==> src/rtl/i2c_line_conditioner.sv <==
// I2C pad-side line conditioner: synchroniser, glitch filter, START/STOP detect, bus busy.
// Ports:
//   clk, rst (async active-high)
//   scl_pad_i, sda_pad_i       raw pad inputs (asynchronous)
//   scl_f_o, sda_f_o           filtered lines
//   start_det_o, stop_det_o    one-cycle condition pulses
//   bus_busy_o                 high between START and STOP/timeout
//   glitch_clr_i, glitch_cnt_o rejected-glitch counter (present only with I2C_GLITCH_CNT_EN)
// Optional build macro: I2C_GLITCH_CNT_EN
module i2c_line_conditioner #(
    parameter int FILTER_LEN      = 4,
    parameter int BUS_FREE_CYCLES = 64
) (
    input  logic       clk,
    input  logic       rst,
    input  logic       scl_pad_i,
    input  logic       sda_pad_i,
    output logic       scl_f_o,
    output logic       sda_f_o,
    output logic       start_det_o,
    output logic       stop_det_o,
    output logic       bus_busy_o,
    input  logic       glitch_clr_i,
    output logic [7:0] glitch_cnt_o
);

    localparam int              FW       = $clog2(BUS_FREE_CYCLES + 1);
    localparam logic [3:0]      FL_M1    = 4'(FILTER_LEN - 1);
    localparam logic [FW-1:0]   FREE_MAX = FW'(BUS_FREE_CYCLES);

    typedef enum logic {
        ST_IDLE = 1'b0,
        ST_BUSY = 1'b1
    } state_t;

    logic          r_scl_s1, r_scl_s2, r_sda_s1, r_sda_s2;
    logic          r_scl_f, r_sda_f;
    logic [3:0]    r_scl_cnt, r_sda_cnt;
    logic          r_p_scl, r_p_sda;
    logic          r_start, r_stop;
    logic [FW-1:0] r_free_cnt;
    logic [FW-1:0] w_free_nxt;
    logic          w_start, w_stop, w_both_hi;
    state_t        r_state, w_state_nxt;

    // Two-flop synchronisers; idle bus level is high.
    always_ff @(posedge clk or posedge rst) begin
        if (rst) begin
            r_scl_s1 <= 1'b1;
            r_scl_s2 <= 1'b1;
            r_sda_s1 <= 1'b1;
            r_sda_s2 <= 1'b1;
        end else begin
            r_scl_s1 <= scl_pad_i;
            r_scl_s2 <= r_scl_s1;
            r_sda_s1 <= sda_pad_i;
            r_sda_s2 <= r_sda_s1;
        end
    end

    // A new level is accepted only after FILTER_LEN consecutive differing samples.
    always_ff @(posedge clk or posedge rst) begin
        if (rst) begin
            r_scl_f   <= 1'b1;
            r_scl_cnt <= 4'd0;
        end else if (r_scl_s2 != r_scl_f) begin
            if (r_scl_cnt == FL_M1) begin
                r_scl_f   <= r_scl_s2;
                r_scl_cnt <= 4'd0;
            end else begin
                r_scl_cnt <= r_scl_cnt + 4'd1;
            end
        end else begin
            r_scl_cnt <= 4'd0;
        end
    end

    always_ff @(posedge clk or posedge rst) begin
        if (rst) begin
            r_sda_f   <= 1'b1;
            r_sda_cnt <= 4'd0;
        end else if (r_sda_s2 != r_sda_f) begin
            if (r_sda_cnt == FL_M1) begin
                r_sda_f   <= r_sda_s2;
                r_sda_cnt <= 4'd0;
            end else begin
                r_sda_cnt <= r_sda_cnt + 4'd1;
            end
        end else begin
            r_sda_cnt <= 4'd0;
        end
    end

    // SCL must be high before and after the SDA edge, so a simultaneous
    // SCL change never qualifies.
    assign w_start   = r_p_sda & ~r_sda_f & r_p_scl & r_scl_f;
    assign w_stop    = ~r_p_sda & r_sda_f & r_p_scl & r_scl_f;
    assign w_both_hi = r_scl_f & r_sda_f;

    always_comb begin
        w_free_nxt = '0;
        if (w_both_hi) begin
            if (r_free_cnt == FREE_MAX) begin
                w_free_nxt = FREE_MAX;
            end else begin
                w_free_nxt = r_free_cnt + 1'b1;
            end
        end
    end

    always_ff @(posedge clk or posedge rst) begin
        if (rst) begin
            r_p_scl    <= 1'b1;
            r_p_sda    <= 1'b1;
            r_start    <= 1'b0;
            r_stop     <= 1'b0;
            r_free_cnt <= '0;
        end else begin
            r_p_scl    <= r_scl_f;
            r_p_sda    <= r_sda_f;
            r_start    <= w_start;
            r_stop     <= w_stop;
            r_free_cnt <= w_free_nxt;
        end
    end

    always_ff @(posedge clk or posedge rst) begin
        if (rst) begin
            r_state <= ST_IDLE;
        end else begin
            r_state <= w_state_nxt;
        end
    end

    // Timeout fires on the edge where the free counter reaches its limit,
    // so busy falls together with that update.
    always_comb begin
        w_state_nxt = r_state;
        unique case (r_state)
            ST_IDLE: begin
                if (w_start) begin
                    w_state_nxt = ST_BUSY;
                end
            end
            ST_BUSY: begin
                if (w_start) begin
                    w_state_nxt = ST_BUSY;
                end else if (w_stop || (w_free_nxt == FREE_MAX)) begin
                    w_state_nxt = ST_IDLE;
                end
            end
            default: w_state_nxt = ST_IDLE;
        endcase
    end

    assign scl_f_o     = r_scl_f;
    assign sda_f_o     = r_sda_f;
    assign start_det_o = r_start;
    assign stop_det_o  = r_stop;
    assign bus_busy_o  = (r_state == ST_BUSY);

`ifdef I2C_GLITCH_CNT_EN
    logic       w_rej_scl, w_rej_sda;
    logic [8:0] w_sum;
    logic [7:0] r_glitch_cnt;

    // A run of differing samples that ends before acceptance is one glitch.
    assign w_rej_scl = (r_scl_s2 == r_scl_f) && (r_scl_cnt != 4'd0);
    assign w_rej_sda = (r_sda_s2 == r_sda_f) && (r_sda_cnt != 4'd0);
    assign w_sum     = {1'b0, r_glitch_cnt} + 9'(w_rej_scl) + 9'(w_rej_sda);

    always_ff @(posedge clk or posedge rst) begin
        if (rst) begin
            r_glitch_cnt <= 8'd0;
        end else if (glitch_clr_i) begin
            r_glitch_cnt <= 8'd0;
        end else if (w_sum[8]) begin
            r_glitch_cnt <= 8'd255;
        end else begin
            r_glitch_cnt <= w_sum[7:0];
        end
    end

    assign glitch_cnt_o = r_glitch_cnt;
`else
    logic w_unused_clr;
    assign w_unused_clr = glitch_clr_i;
    assign glitch_cnt_o = 8'd0;
`endif

endmodule

==> config.mk <==
export PLATFORM = sky130hd
export DESIGN_NAME = i2c_line_conditioner
export DESIGN_NICKNAME = d
export VERILOG_FILES = /design/src/rtl/i2c_line_conditioner.sv
export SDC_FILE = /design/constraint.sdc
export NUM_CORES = 1
export LEC_CHECK = 0
export ABC_AREA = 1
export BUFFER_PORTS_ARGS = -buffer_cell sky130_fd_sc_hd__buf_4
export CORE_UTILIZATION = 49
export DETAILED_ROUTE_END_ITERATION = 12
export GPL_TIMING_DRIVEN = 0
export PLACE_DENSITY = 0.84
export RECOVER_POWER = 50
export SYNTH_ARGS = -nofsm -noshare
export SYNTH_HDL_FRONTEND = slang
export SYNTH_SLANG_ARGS = --single-unit
==> constraint.sdc <==
create_clock -name clk -period 1.6 [get_ports clk]
set_clock_uncertainty 0.2 [all_clocks]
set_input_delay 0.16 -clock clk [delete_from_list [all_inputs] [get_ports clk]]
set_output_delay 0.16 -clock clk [all_outputs]
set_load 0.02 [all_outputs]
# Word-level counts from Yosys, hierarchy flattened
# Index checks and enable logic that the tools add are counted.
[word_totals]
input_bits = 5
output_inout_bits = 13
ff_bits = 26
word_cells = 46
[classes]
reduce_logical = 3
bitwise = 10
addsub = 3
n_eq_ne = 6
mux = 10
[ops]
columns = ["operator", "count"]
rows = [
  ["4-bit 2-to-1 mux", 4],
  ["7-bit equality test, second input constant", 2],
  ["7-bit 2-to-1 mux", 2],
  ["4-bit by 1-bit adder with 4-bit output, second input constant", 2],
  ["4-bit by 2-bit equality test with 1-bit output, second input constant", 2],
  ["7-bit by 1-bit adder with 7-bit output, second input constant", 1],
  ["1-bit bitwise AND", 7],
  ["2-bit AND reduction", 2],
  ["1-bit 2-to-1 mux", 3],
  ["1-bit inverter", 3],
  ["1-bit inequality test", 2],
  ["1-bit one-hot mux with 2 select lines", 1],
  ["1-bit logical OR", 1],
]

# Logic depth before layout (Yosys ltp)
# Gate-level depths: netlist of run 1.
[depth]
depth_word = 8
mapped_depth = 11
depth_no_buf = 11

# Worst setup path before layout of run 1
# Ideal clock, no wire load.
[synth_path]
kind = "reg-to-reg"
from = "register r_free_cnt[1]"
to = "register r_state (netlist: bus_busy_o)"
path_slack_ns = 0.131
path_stages_with_launch = 9
setup_time_ns = 0.118
required_time_ns = 1.282
path_buffers = 0
t_arrival_ns = 1.151
synth_period_minus_slack_ns = 1.469
cell_sequence = "dfrtp_1 > ha_1 > nand3_2 > nor2_2 > nand3_2 > a21oi_2 > nand3_1 > nand2_1 > nand2_1"
[synth_between]
elab_chain_len = 8
word_cells_on_any_way = 9
classes_between = "add/sub: 1; eq/ne: 2; mux: 5; reduce/logical: 1"
[synth_rtl]
columns = ["item", "line", "text"]
rows = [
  ["from (decl)", "41", "logic [FW-1:0] r_free_cnt;"],
  ["from (signal assigned)", "123", "r_free_cnt <= w_free_nxt;"],
  ["7-bit by 1-bit adder with 7-bit output / 7-bit equality test (equally long branches)", "106, 103", ""],
  ["7-bit 2-to-1 mux *", "103", "if (r_free_cnt == FREE_MAX) begin"],
  ["7-bit 2-to-1 mux *", "102", "if (w_both_hi) begin"],
  ["named net w_free_nxt[6]", "42", "logic [FW-1:0] w_free_nxt;"],
  ["7-bit equality test *", "148", "end else if (w_stop || (w_free_nxt == FREE_MAX)) begin"],
  ["1-bit logical OR *", "148", ""],
  ["1-bit 2-to-1 mux *", "148", ""],
  ["1-bit 2-to-1 mux *", "146", "if (w_start) begin"],
  ["1-bit one-hot mux with 2 select lines *", "139", "unique case (r_state)"],
  ["named net w_state_nxt", "44", "state_t r_state, w_state_nxt;"],
  ["to (signal assigned)", "131", "r_state <= w_state_nxt;"],
  ["to (decl)", "44", ""],
]
# The timed path passes the listed nets; every way through them passes the cells marked *.
# A chain may end at the register's enable or synchronous reset.

# Worst setup path in the final report of run 1
[layout_path]
from = "register r_free_cnt[1]"
to = "register r_state (netlist: bus_busy_o)"
[layout_between]
elab_chain_len = 8
word_cells_on_any_way = 9
classes_between = "add/sub: 1; eq/ne: 2; mux: 5; reduce/logical: 1"
[layout_rtl]
columns = ["item", "line"]
rows = [
  ["7-bit by 1-bit adder with 7-bit output / 7-bit equality test (equally long branches)", "106, 103"],
  ["7-bit 2-to-1 mux *", "103"],
  ["7-bit 2-to-1 mux *", "102"],
  ["7-bit equality test *", "148"],
  ["1-bit logical OR *", "148"],
  ["1-bit 2-to-1 mux *", "148"],
  ["1-bit 2-to-1 mux *", "146"],
  ["1-bit one-hot mux with 2 select lines *", "139"],
  ["named net w_state_nxt", "44"],
]
# Marks and branches as above.

==> summary.txt, run 1 <==
Yosys
  – Most numerous cell in the Yosys netlist: dfrtp_1
  – Synth Area in Simple Gates: 20.0%
  – Synth top cells by count: dfrtp_1 (18), inv_1 (17), nand2_1 (17), nor2_1 (17), nand3_1 (10)
  – Register area share after synthesis: 56.3%
  – Synth Cell Area: 1170 um2
  – Synth top area share: 38.4%
  – Async set-reset flop share out of synthesis: 100%
  – Synth warn: 0
  – Count of cell types in the netlist: 21
  – Synth Instances: 121
  – Synth Flop Type: dfrtp_1
  – Number of flops mapped to enable cells by yosys: 0
  – Compound-Gate Fraction of Synth Area: 2.45%
  – Synth Area in XOR/XNOR: 4.48%
  – Dominant cell type by area after synthesis: dfrtp_1
  – Synth area leaders: dfrtp_1 (38%), dfstp_2 (18%), inv_1 (5.4%), nand2_1 (5.4%), nor2_1 (5.4%)
  – Post-synthesis mux area share: 0.959%
  – Mean post-synth cell area: 9.70 um2
  – Post-synthesis adder-cell area fraction: 4.26%
  – Largest family of logic cells by synthesized area: simple AND/OR/NAND/NOR gates
  – Seq cells post-synth: 26

Detailed routing
  – DR vias: 833
  – Vias per cell: 4.73
  – WL final: 2030 um
  – Routed len/inst: 11.5 um
  – Initial drt markers: 19
  – Post-route ant nets: 0
  – TritonRoute pass-1 iters: 4
  – DR DRC count: 0

Power and ir drop
  – Internal power: 1.26 mW
  – Switch share: 36.0%
  – Sequential share of power: 50.9%
  – Clock group share of total power: 13.4%
  – Leakage: 0.737 nW
  – Design Power: 1.97 mW
  – Max IR drop VDD: 0.985 mV
  – Power per cell area: 1360 nW/um2
  – Gate power share: 35.8%
  – NetSw: 709 uW

Finish
  – Layout cells sized above 1: 33.1%
  – # diodes: 0
  – Layout Nets: 158
  – Area Overhead vs Synth: 23.6%

Flow run
  – Max_cap viols: 0

GRT
  – Largest net degree at the start of global routing: 27
  – Grt ovf: 0
  – Global-route wire length before repair: 3310 um
  – Vias in the first global route: 765
  – Total global-route track usage: 17.6%
  – Initial antenna violation count: 0

Clock network
  – Worst-skew pair later-pin latency: 0.30 ns
  – Clock Sinks: 26
  – Clk pin slew, worst setup/hold paths: 0.13 ns
  – Root buffer cell: clkbuf_4
  – CTS tree: yes
  – H-tree depth: 1
  – Worst-case clock buffer depth: 2
  – Num CTS Buffers: 3

Floorplanning
  – Total core area: 2230 um2
  – IO Pins: 18
  – Die Footprint: 2590 um2
  – Die height: 50.9 um
  – Num rows: 17
  – Initial core utilization: 52.5%
  – Die Width: 50.9 um

Placement
  – Number of port buffers: 8
  – RePlAce Congestion: 0.749
  – HPWL after DPL: 1380 um

STA
  – Tmin final: 1.61 ns
  – Final worst slack: -0.0129 ns
  – Worst-Margin Slew: 0.913 ns
  – Fmax: 0.620 GHz
  – RSZ-0062 raised after global routing: true
  – Final setup vio count: 1
  – Period utilisation layout: 101%
  – Worst slew margin: 39.1%
  – Final Hold Viols: 0
  – Final setup TNS: -0.0129 ns
  – Final Slew Violations: 0

Setup path
  – WP data required: 1.60 ns
  – Crit path DAT: 1.61 ns
  – Setup CP Type: flip-flop to flip-flop
  – CP Max Fanout: 3
  – Worst setup SP type: flip-flop
  – Critical Path End Type: flip-flop

Worst hold path
  – Worst hold path class: flip-flop to flip-flop

Run status
  – Status: complete, but fails checks
  – Failing checks: setup timing
worst paths after layout:
check                         startpoint            to  slack, ns  cells past startpoint
max                        r_free_cnt[1]    bus_busy_o      -0.01                     11
min                             r_scl_s1      r_scl_s2       0.17                      0
max reg2reg                r_free_cnt[1]    bus_busy_o      -0.01                     11
min reg2reg                     r_scl_s1      r_scl_s2       0.17                      0
max in group asynchronous            rst  r_sda_cnt[3]       0.23                      3
min in group asynchronous            rst  r_scl_cnt[1]       0.40                      3
worst max-delay path: stages (launching register included):
cell     delay (ns)
dfrtp_1        0.46
inv_2          0.10
ha_4           0.13
nand2_2        0.04
inv_2          0.06
nand3_4        0.07
nand3_2        0.10
nand3_2        0.07
nor2_2         0.09
nand3_1        0.07
nand2_1        0.06
nand2_1        0.04
through the flow:
step | area, um2 | utilization, % | cells | hold WS (ns) | setup WS [ns]
2_1_floorplan | 1200 | - | 128 | -0.0355 | 0.131
3_3_place_gp | 1290 | 58.0 | 164 | 0.0697 | 0.0383
3_5_place_dp | 1290 | 58.0 | 164 | 0.0695 | -0.0629
4_1_cts | 1410 | 63.3 | 173 | 0.168 | -0.0136
5_1_grt | 1450 | 64.9 | 176 | 0.174 | -0.134
6_report | 1450 | 64.9 | 176 | 0.166 | -0.0129
placed cells by master, fill, tap and decap left out:
| master | instances |
|---|---|
| dfstp_2 | 8 |
| xor2_1 | 3 |
| nor2_2 | 2 |
| ha_1 | 2 |
| dfrtp_1 | 18 |
| mux2_2 | 1 |
| buf_4 | 15 |
| nand3_2 | 7 |
| nor2_4 | 1 |
| nor2_1 | 16 |
| clkbuf_1 | 4 |
| inv_1 | 14 |
| ha_4 | 2 |
| a21oi_2 | 1 |
| inv_2 | 4 |
| nand4_1 | 3 |
| nand3_4 | 1 |
| xnor2_1 | 3 |
| nand3_1 | 4 |
| dlygate4sd3_1 | 3 |
| clkbuf_4 | 6 |
| and2_0 | 1 |
| a21oi_1 | 1 |
| clkinv_1 | 1 |
| conb_1 | 8 |
| o21bai_1 | 2 |
| nand2_1 | 16 |
| nand2_2 | 1 |
cell families (layout without fill, tap and decap cells):
kind of cell    count (synthesis)  count (layout)
fa+ha+maj                       4               4
mux                             1               1
buf+inv                        27              47
xor+xnor                        6               6
flops                          26              26
compound gates                  4               4
other cells                     1               8
simple gates                   52              52
layout make-up:
type | instances | area (um2)
clock buffers | 4 | 26.3
repair buffers | 16 | 116
inverters | 19 | 71.3
flip-flops and latches | 26 | 661
multi-input cells | 75 | 480
well taps | 28 | 35.0
fillers | 173 | 783
plain buffers | 8 | 60.1
registers in the layout (all words and copies together), names as in the netlist:
name         flops
bus_busy_o       1
r_free_cnt       7
r_p_scl          1
r_p_sda          1
r_scl_cnt        4
r_scl_s1         1
r_scl_s2         1
r_sda_cnt        4
r_sda_s1         1
r_sda_s2         1
scl_f_o          1
sda_f_o          1
start_det_o      1
stop_det_o       1
timing repair:
item,in CTS,in global routing
hold buffers,3,0
hold endpoints to repair,20,0
setup buffers,2,3
gates resized for setup,11,6
pin swaps,5,6
setup endpoints to repair,1,1
layer usage:
layer | global-route usage, % | share of wire, % | vias up
met5 | 0 | 0 | -
met4 | 8.80 | 1.7 | 0
met3 | 3.57 | 3.0 | 4
met2 | 31.6 | 53 | 14
met1 | 19.4 | 42 | 400
li1 | - | - | 415
power groups by stage:
stage | Clock (mW) | Combinational, mW | Sequential [mW]
5_1_grt | 0.308 | 0.790 | 1.02
2_1_floorplan | 0 | 0.361 | 1.03
6_report | 0.263 | 0.704 | 1.00
3_3_place_gp | 0 | 0.551 | 0.985
4_1_cts | 0.275 | 0.669 | 1.00
3_5_place_dp | 0 | 0.584 | 1.00
No activity file was read; power rests on OpenSTA's default activity.
==> run 2: changes to the inputs <==
--- a/config.mk
+++ b/config.mk
@@ -5,13 +5,13 @@
 export SDC_FILE = /design/constraint.sdc
 export NUM_CORES = 1
 export LEC_CHECK = 0
-export ABC_AREA = 1
 export BUFFER_PORTS_ARGS = -buffer_cell sky130_fd_sc_hd__buf_4
 export CORE_UTILIZATION = 49
 export DETAILED_ROUTE_END_ITERATION = 12
 export GPL_TIMING_DRIVEN = 0
 export PLACE_DENSITY = 0.84
 export RECOVER_POWER = 50
+export SLEW_MARGIN = 20
 export SYNTH_ARGS = -nofsm -noshare
 export SYNTH_HDL_FRONTEND = slang
 export SYNTH_SLANG_ARGS = --single-unit
==> summary.txt, run 2 <==
Yosys
  – Largest family of logic cells by synthesized area: simple AND/OR/NAND/NOR gates
  – Compound-Gate Fraction of Synth Area: 7.67%
  – Register area share after synthesis: 55.5%
  – Synth Instances: 102
  – Seq cells post-synth: 26
  – Synth top cells by count: dfrtp_1 (18), buf_4 (8), dfstp_2 (8)
  – Mean post-synth cell area: 11.7 um2
  – Most numerous cell in the Yosys netlist: dfrtp_1
  – Dominant cell type by area after synthesis: dfrtp_1
  – Synth area leaders: dfrtp_1 (38%), dfstp_2 (18%), buf_4 (5.0%), ha_1 (4.2%), xnor2_1 (3.7%)
  – Post-synthesis mux area share: 1.89%
  – Number of flops mapped to enable cells by yosys: 0
  – Synth Area in XOR/XNOR: 5.15%
  – Async set-reset flop share out of synthesis: 100%
  – Synth Flop Type: dfrtp_1
  – Post-synthesis adder-cell area fraction: 4.20%
  – Synth Area in Simple Gates: 18.6%
  – Synth warn: 0
  – Count of cell types in the netlist: 36
  – Synth Cell Area: 1190 um2
  – Synth top area share: 37.8%

STA
  – RSZ-0062 raised after global routing: true
  – Worst slew margin: 64.8%
  – Worst-Margin Slew: 0.527 ns
  – Final Slew Violations: 0
  – Final worst slack: -0.114 ns
  – Final Hold Viols: 0
  – Tmin final: 1.71 ns
  – Fmax: 0.584 GHz
  – Final setup vio count: 1
  – Period utilisation layout: 107%

Detailed routing
  – Post-route ant nets: 0
  – DR vias: 760
  – TritonRoute pass-1 iters: 3
  – Initial drt markers: 4
  – Routed len/inst: 11.7 um
  – Vias per cell: 4.94
  – DR DRC count: 0
  – WL final: 1800 um

Placement
  – HPWL after DPL: 1270 um
  – Number of port buffers: 8
  – Pre-CTS setup slack: -0.151 ns
  – RePlAce Congestion: 0.872
  – Placed insts: 145

Finish
  – Layout Nets: 136
  – Top flop regs: r_free_cnt: 7 flops, r_scl_cnt: 4 flops, r_sda_cnt: 4 flops
  – Max reg flops: 7
  – Area Overhead vs Synth: 21.4%
  – # diodes: 0
  – Final cell count without fillers: 154
  – Top reg by flops: r_free_cnt
  – Most frequent cells in the layout: buf_4 (15), dfrtp_1 (15), conb_1 (8), dfstp_2 (8), nor2_1 (7)
  – Layout cells sized above 1: 37.3%
  – Layout fillers: 172
  – Final Util: 64.2%

GRT
  – Largest net degree at the start of global routing: 27
  – Grt ovf: 0
  – Total global-route track usage: 17.3%
  – Vias in the first global route: 793
  – Global-route wire length before repair: 3310 um
  – Initial antenna violation count: 0

Floorplanning
  – Die Width: 51.3 um
  – Die height: 51.3 um
  – IO Pins: 18
  – Total core area: 2250 um2
  – Die Footprint: 2630 um2
  – Initial core utilization: 52.8%
  – Num rows: 17

Power and ir drop
  – Max IR drop VDD: 0.980 mV
  – Power per cell area: 1250 nW/um2
  – Leakage: 0.660 nW
  – Design Power: 1.81 mW

Clock network
  – Worst-skew pair later-pin latency: 0.32 ns
  – Root buffer cell: clkbuf_4
  – H-tree depth: 1
  – Worst-case clock buffer depth: 2
  – Num CTS Buffers: 3
  – Clock Sinks: 26
  – CTS tree: yes
  – Clk pin slew, worst setup/hold paths: 0.13 ns

Setup path
  – Worst setup SP type: flip-flop
  – CP Max Fanout: 4
  – WP data required: 1.60 ns
  – Critical Path End Type: flip-flop
  – Setup CP Type: flip-flop to flip-flop
  – Crit path DAT: 1.72 ns

Run status
  – Failing checks: setup timing
  – Status: complete, but fails checks

Worst hold path
  – Worst hold path class: flip-flop to flip-flop

Flow run
  – Max_cap viols: 0
## run 2: cell types whose count changed after synthesis, moves of 3 or more
cell	before	now
nand3_1	10	5
nor3b_1	0	3
nand2_1	17	3
inv_1	17	4
nor2_1	17	7
nor2b_1	0	3
nand3b_1	0	3
## run 2: final cells by class
cell class	count	area [um2]	share of cell area, %
plain buffers	9	71.3	4.93
clock buffers	4	36.3	2.51
inverters	4	18.8	1.30
multi-input cells	70	519	35.9
flip-flops and latches	26	664	45.9
well taps	28	35.0	2.42
repair buffers	13	101	7.01
## run 2: timing repair
item                                   4_1_cts  5_1_grt
pin swaps                                    1        2
endpoints found under the hold margin       20        0
setup buffers                                2        0
gates resized for setup                      1        7
hold buffers                                 3        0
setup endpoints to repair                    1        5
## run 2: critical path, cell delays in order, from the launching register on
cell and delay [ns]:
dfrtp_2 0.46, buf_4 0.14, and3_2 0.19, and4_4 0.20, o41ai_2 0.29, o21ai_1 0.11
## run 2: layer usage
layer | share of wire (%) | wire (um) | vias to the layer above | track usage (%)
met5 | 0 | 0 | - | 0
met4 | 1.3 | 23 | 0 | 5.86
met3 | 3.2 | 57 | 2 | 3.57
met2 | 51 | 915 | 15 | 30.7
met1 | 45 | 803 | 358 | 20.7
li1 | - | - | 385 | -
## run 2: cells by family (layout without fill, tap and decap cells)
group / count (synthesis) / after routing
mux: 2 / 2
buf+inv: 13 / 30
fa+ha+maj: 4 / 4
simple gates: 37 / 37
flops: 26 / 26
compound gates: 12 / 12
xor+xnor: 7 / 7
other cells: 1 / 8
## run 2: metrics by stage
stage          cell area, um2  hold slack (ns)  setup TNS, ns
2_1_floorplan            1250          -0.0355        -0.0407
3_3_place_gp             1340           0.0698         -0.143
3_5_place_dp             1340           0.0709         -0.151
4_1_cts                  1430            0.169         -0.121
5_1_grt                  1450            0.171         -0.200
6_report                 1450            0.167         -0.114
## run 2: worst paths after layout
check | from | endpoint | slack, ns | cells past startpoint
worst max-delay path | r_free_cnt[1] | bus_busy_o | -0.11 | 5
worst min-delay path | r_scl_s1 | r_scl_s2 | 0.17 | 0
worst max register to register | r_free_cnt[1] | bus_busy_o | -0.11 | 5
worst min register to register | r_scl_s1 | r_scl_s2 | 0.17 | 0
max in group asynchronous | rst | scl_f_o | 0.63 | 3
min in group asynchronous | rst | r_sda_cnt[0] | 0.24 | 3
## run 2: where the power goes
part | switching, mW | internal (mW)
sequential | 0.125 | 0.827
combinational | 0.270 | 0.265
clock | 0.183 | 0.139
total | 0.579 | 1.23
==> run 3: changes to the inputs <==
--- a/config.mk
+++ b/config.mk
@@ -6,10 +6,10 @@
 export NUM_CORES = 1
 export LEC_CHECK = 0
 export BUFFER_PORTS_ARGS = -buffer_cell sky130_fd_sc_hd__buf_4
-export CORE_UTILIZATION = 49
+export CORE_UTILIZATION = 58
 export DETAILED_ROUTE_END_ITERATION = 12
 export GPL_TIMING_DRIVEN = 0
-export PLACE_DENSITY = 0.84
+export PLACE_DENSITY = 0.92
 export RECOVER_POWER = 50
 export SLEW_MARGIN = 20
 export SYNTH_ARGS = -nofsm -noshare
==> constraint.sdc (replaced) <==
create_clock -name clk -period 2 [get_ports clk]
set_clock_uncertainty 0.2 [all_clocks]
set_input_delay 0.2 -clock clk [delete_from_list [all_inputs] [get_ports clk]]
set_output_delay 0.2 -clock clk [all_outputs]
set_load 0.02 [all_outputs]
==> summary.txt, run 3 (same netlist as run 2, synthesis figures left out) <==
Run status
  – Status: finished clean

Power and ir drop
  – Power per cell area: 1110 nW/um2
  – Sequential share of power: 49.1%
  – Clock group share of total power: 23.4%
  – Switch share: 33.6%
  – Internal power: 1.04 mW
  – NetSw: 528 uW
  – Leakage: 0.648 nW
  – Gate power share: 27.5%
  – Max IR drop VDD: 0.895 mV

Finish
  – Layout cells sized above 1: 28.0%
  – Area Overhead vs Synth: 19.1%
  – Top flop regs: r_free_cnt: 7 flops, r_scl_cnt: 4 flops, r_sda_cnt: 4 flops
  – Top reg by flops: r_free_cnt
  – Layout fillers: 135
  – Layout Nets: 135
  – # diodes: 0
  – Max reg flops: 7
  – Multi-input gate area in the final layout: 508 um2
  – Commonest non-fill, non-tap cell in the layout: dfrtp_1
  – Design Area, Final: 1420 um2
  – Most frequent cells in the layout: dfrtp_1 (17), buf_4 (10), conb_1 (8)
  – Flip-flop and latch area: 662 um2

Floorplanning
  – IO Pins: 18
  – Die Footprint: 2240 um2
  – Total core area: 1940 um2
  – Initial core utilization: 61.3%
  – Die height: 47.3 um
  – Die Width: 47.3 um
  – Num rows: 16

STA
  – RSZ-0062 raised after global routing: false
  – Worst slew margin: 36.3%
  – Final setup vio count: 0
  – Final setup TNS: 0 ns
  – Final Hold Viols: 0
  – Period utilisation layout: 98.1%
  – Hold slack: 0.172 ns
  – Tmin final: 1.96 ns
  – Fmax: 0.510 GHz
  – Final Slew Violations: 0
  – Worst-Margin Slew: 0.954 ns
  – Final worst slack: 0.0386 ns

Setup path
  – RR Startpoint: r_free_cnt[0]
  – Reg2Reg Setup Slack: 0.04 ns
  – Crit path DAT: 1.97 ns
  – WP data required: 2.00 ns
  – Crit-path max cell delay: 0.46 ns
  – Critical Path End Type: flip-flop
  – Worst setup SP type: flip-flop
  – Setup CP Type: flip-flop to flip-flop
  – CP Max Fanout: 5
  – Worst path cell trace: ha_4 -> nand3_2 -> or3_4 -> a221oi_4 -> o21ai_1
  – R2R depth: 5
  – Slowest stage cell on the critical path: dfrtp_1
  – R2r endpoint: bus_busy_o

Placement
  – Pre-CTS setup slack: 0.0180 ns
  – DP Area: 1310 um2
  – Number of port buffers: 8
  – RePlAce Congestion: 0.881
  – HPWL after DPL: 1560 um

GRT
  – Total global-route track usage: 24.3%
  – Global-route wire length before repair: 3600 um
  – Grt ovf: 0
  – Initial antenna violation count: 0
  – Vias in the first global route: 811
  – Largest net degree at the start of global routing: 27

Clock network
  – Root buffer cell: clkbuf_4
  – Worst-skew pair later-pin latency: 0.34 ns
  – CTS tree: yes
  – Num CTS Buffers: 3
  – H-tree depth: 1
  – Clk pin slew, worst setup/hold paths: 0.15 ns
  – Worst-case clock buffer depth: 2
  – Clock Sinks: 26

Worst hold path
  – Hold path depth: 0
  – Worst Hold Launch: r_scl_s1
  – Hold worst-path end: r_scl_s2
  – Worst hold path class: flip-flop to flip-flop

Detailed routing
  – Vias per cell: 5.71
  – Initial drt markers: 40
  – WL final: 2560 um
  – DR DRC count: 0
  – DR vias: 868
  – TritonRoute pass-1 iters: 7
  – Post-route ant nets: 0
  – Routed len/inst: 16.8 um

Flow run
  – Max_cap viols: 0
[run 3: cell count changes in the layout (fill, tap and decap cells not counted), sizes merged]
cell,before,now
clkinvlp,1,0
clkbuf,7,10
bufinv,0,1
buf,16,11
inv,3,4
[run 3: critical path: cells and delay by family, from the launching register on]
kind,cells,cell delay [ns]
AO/OA/AOI/OAI,2,0.42
adder cells (fa/ha/maj),1,0.21
flip-flops,1,0.46
AND/OR/NAND/NOR,2,0.55
[run 3: area by class of cell]
type                            count  share of cell area [%]
Buffer                              9                    4.59
Clock buffer                        3                    1.59
Clock inverter                      1                    2.12
Inverter                            4                    1.06
Multi-Input combinational cell     70                    35.8
Sequential cell                    26                    46.6
Tap cell                           27                    2.38
Timing Repair Buffer               12                    5.82
[run 3: routing by layer]
metal	vias to the layer above	share of wire (%)	global-route usage [%]
met3	12	3.6	5.38
met2	31	53	41.4
li1	382	-	-
met4	0	2.7	11.4
met5	-	0	0
met1	443	41	29.2
[run 3: repair_timing]
action,in CTS,in global routing
gates resized for setup,1,4
endpoints found under the setup margin,1,1
setup buffers,0,1
hold endpoints to repair,20,0
hold buffers,3,0
[run 3: worst max-delay path by stage]
stage	from	to	slack, ns	cells after the start
final	r_free_cnt[0]	bus_busy_o	0.04	5
after detailed placement	r_free_cnt[1]	bus_busy_o	0.02	5
after global routing	r_free_cnt[0]	bus_busy_o	0.02	5
after global placement	r_free_cnt[1]	bus_busy_o	0.14	5
after floorplan	r_free_cnt[1]	bus_busy_o	0.24	5
after CTS	r_free_cnt[1]	bus_busy_o	0.04	5
[run 3: metrics by stage]
step | utilization (%) | cells | power, mW
floorplan | - | 109 | 1.03
global placement | 67.5 | 144 | 1.13
detailed placement | 67.5 | 144 | 1.17
CTS | 71.9 | 151 | 1.52
global route | 73.1 | 152 | 1.63
finish | 73.1 | 152 | 1.57
[run 3: power groups by stage]
stage               Sequential [mW]  Combinational, mW  Clock [mW]
CTS                           0.761              0.407       0.356
global placement              0.757              0.378           0
floorplan                     0.782              0.249           0
detailed placement            0.771              0.399           0
finish                        0.771              0.431       0.367
global route                  0.781              0.469       0.378
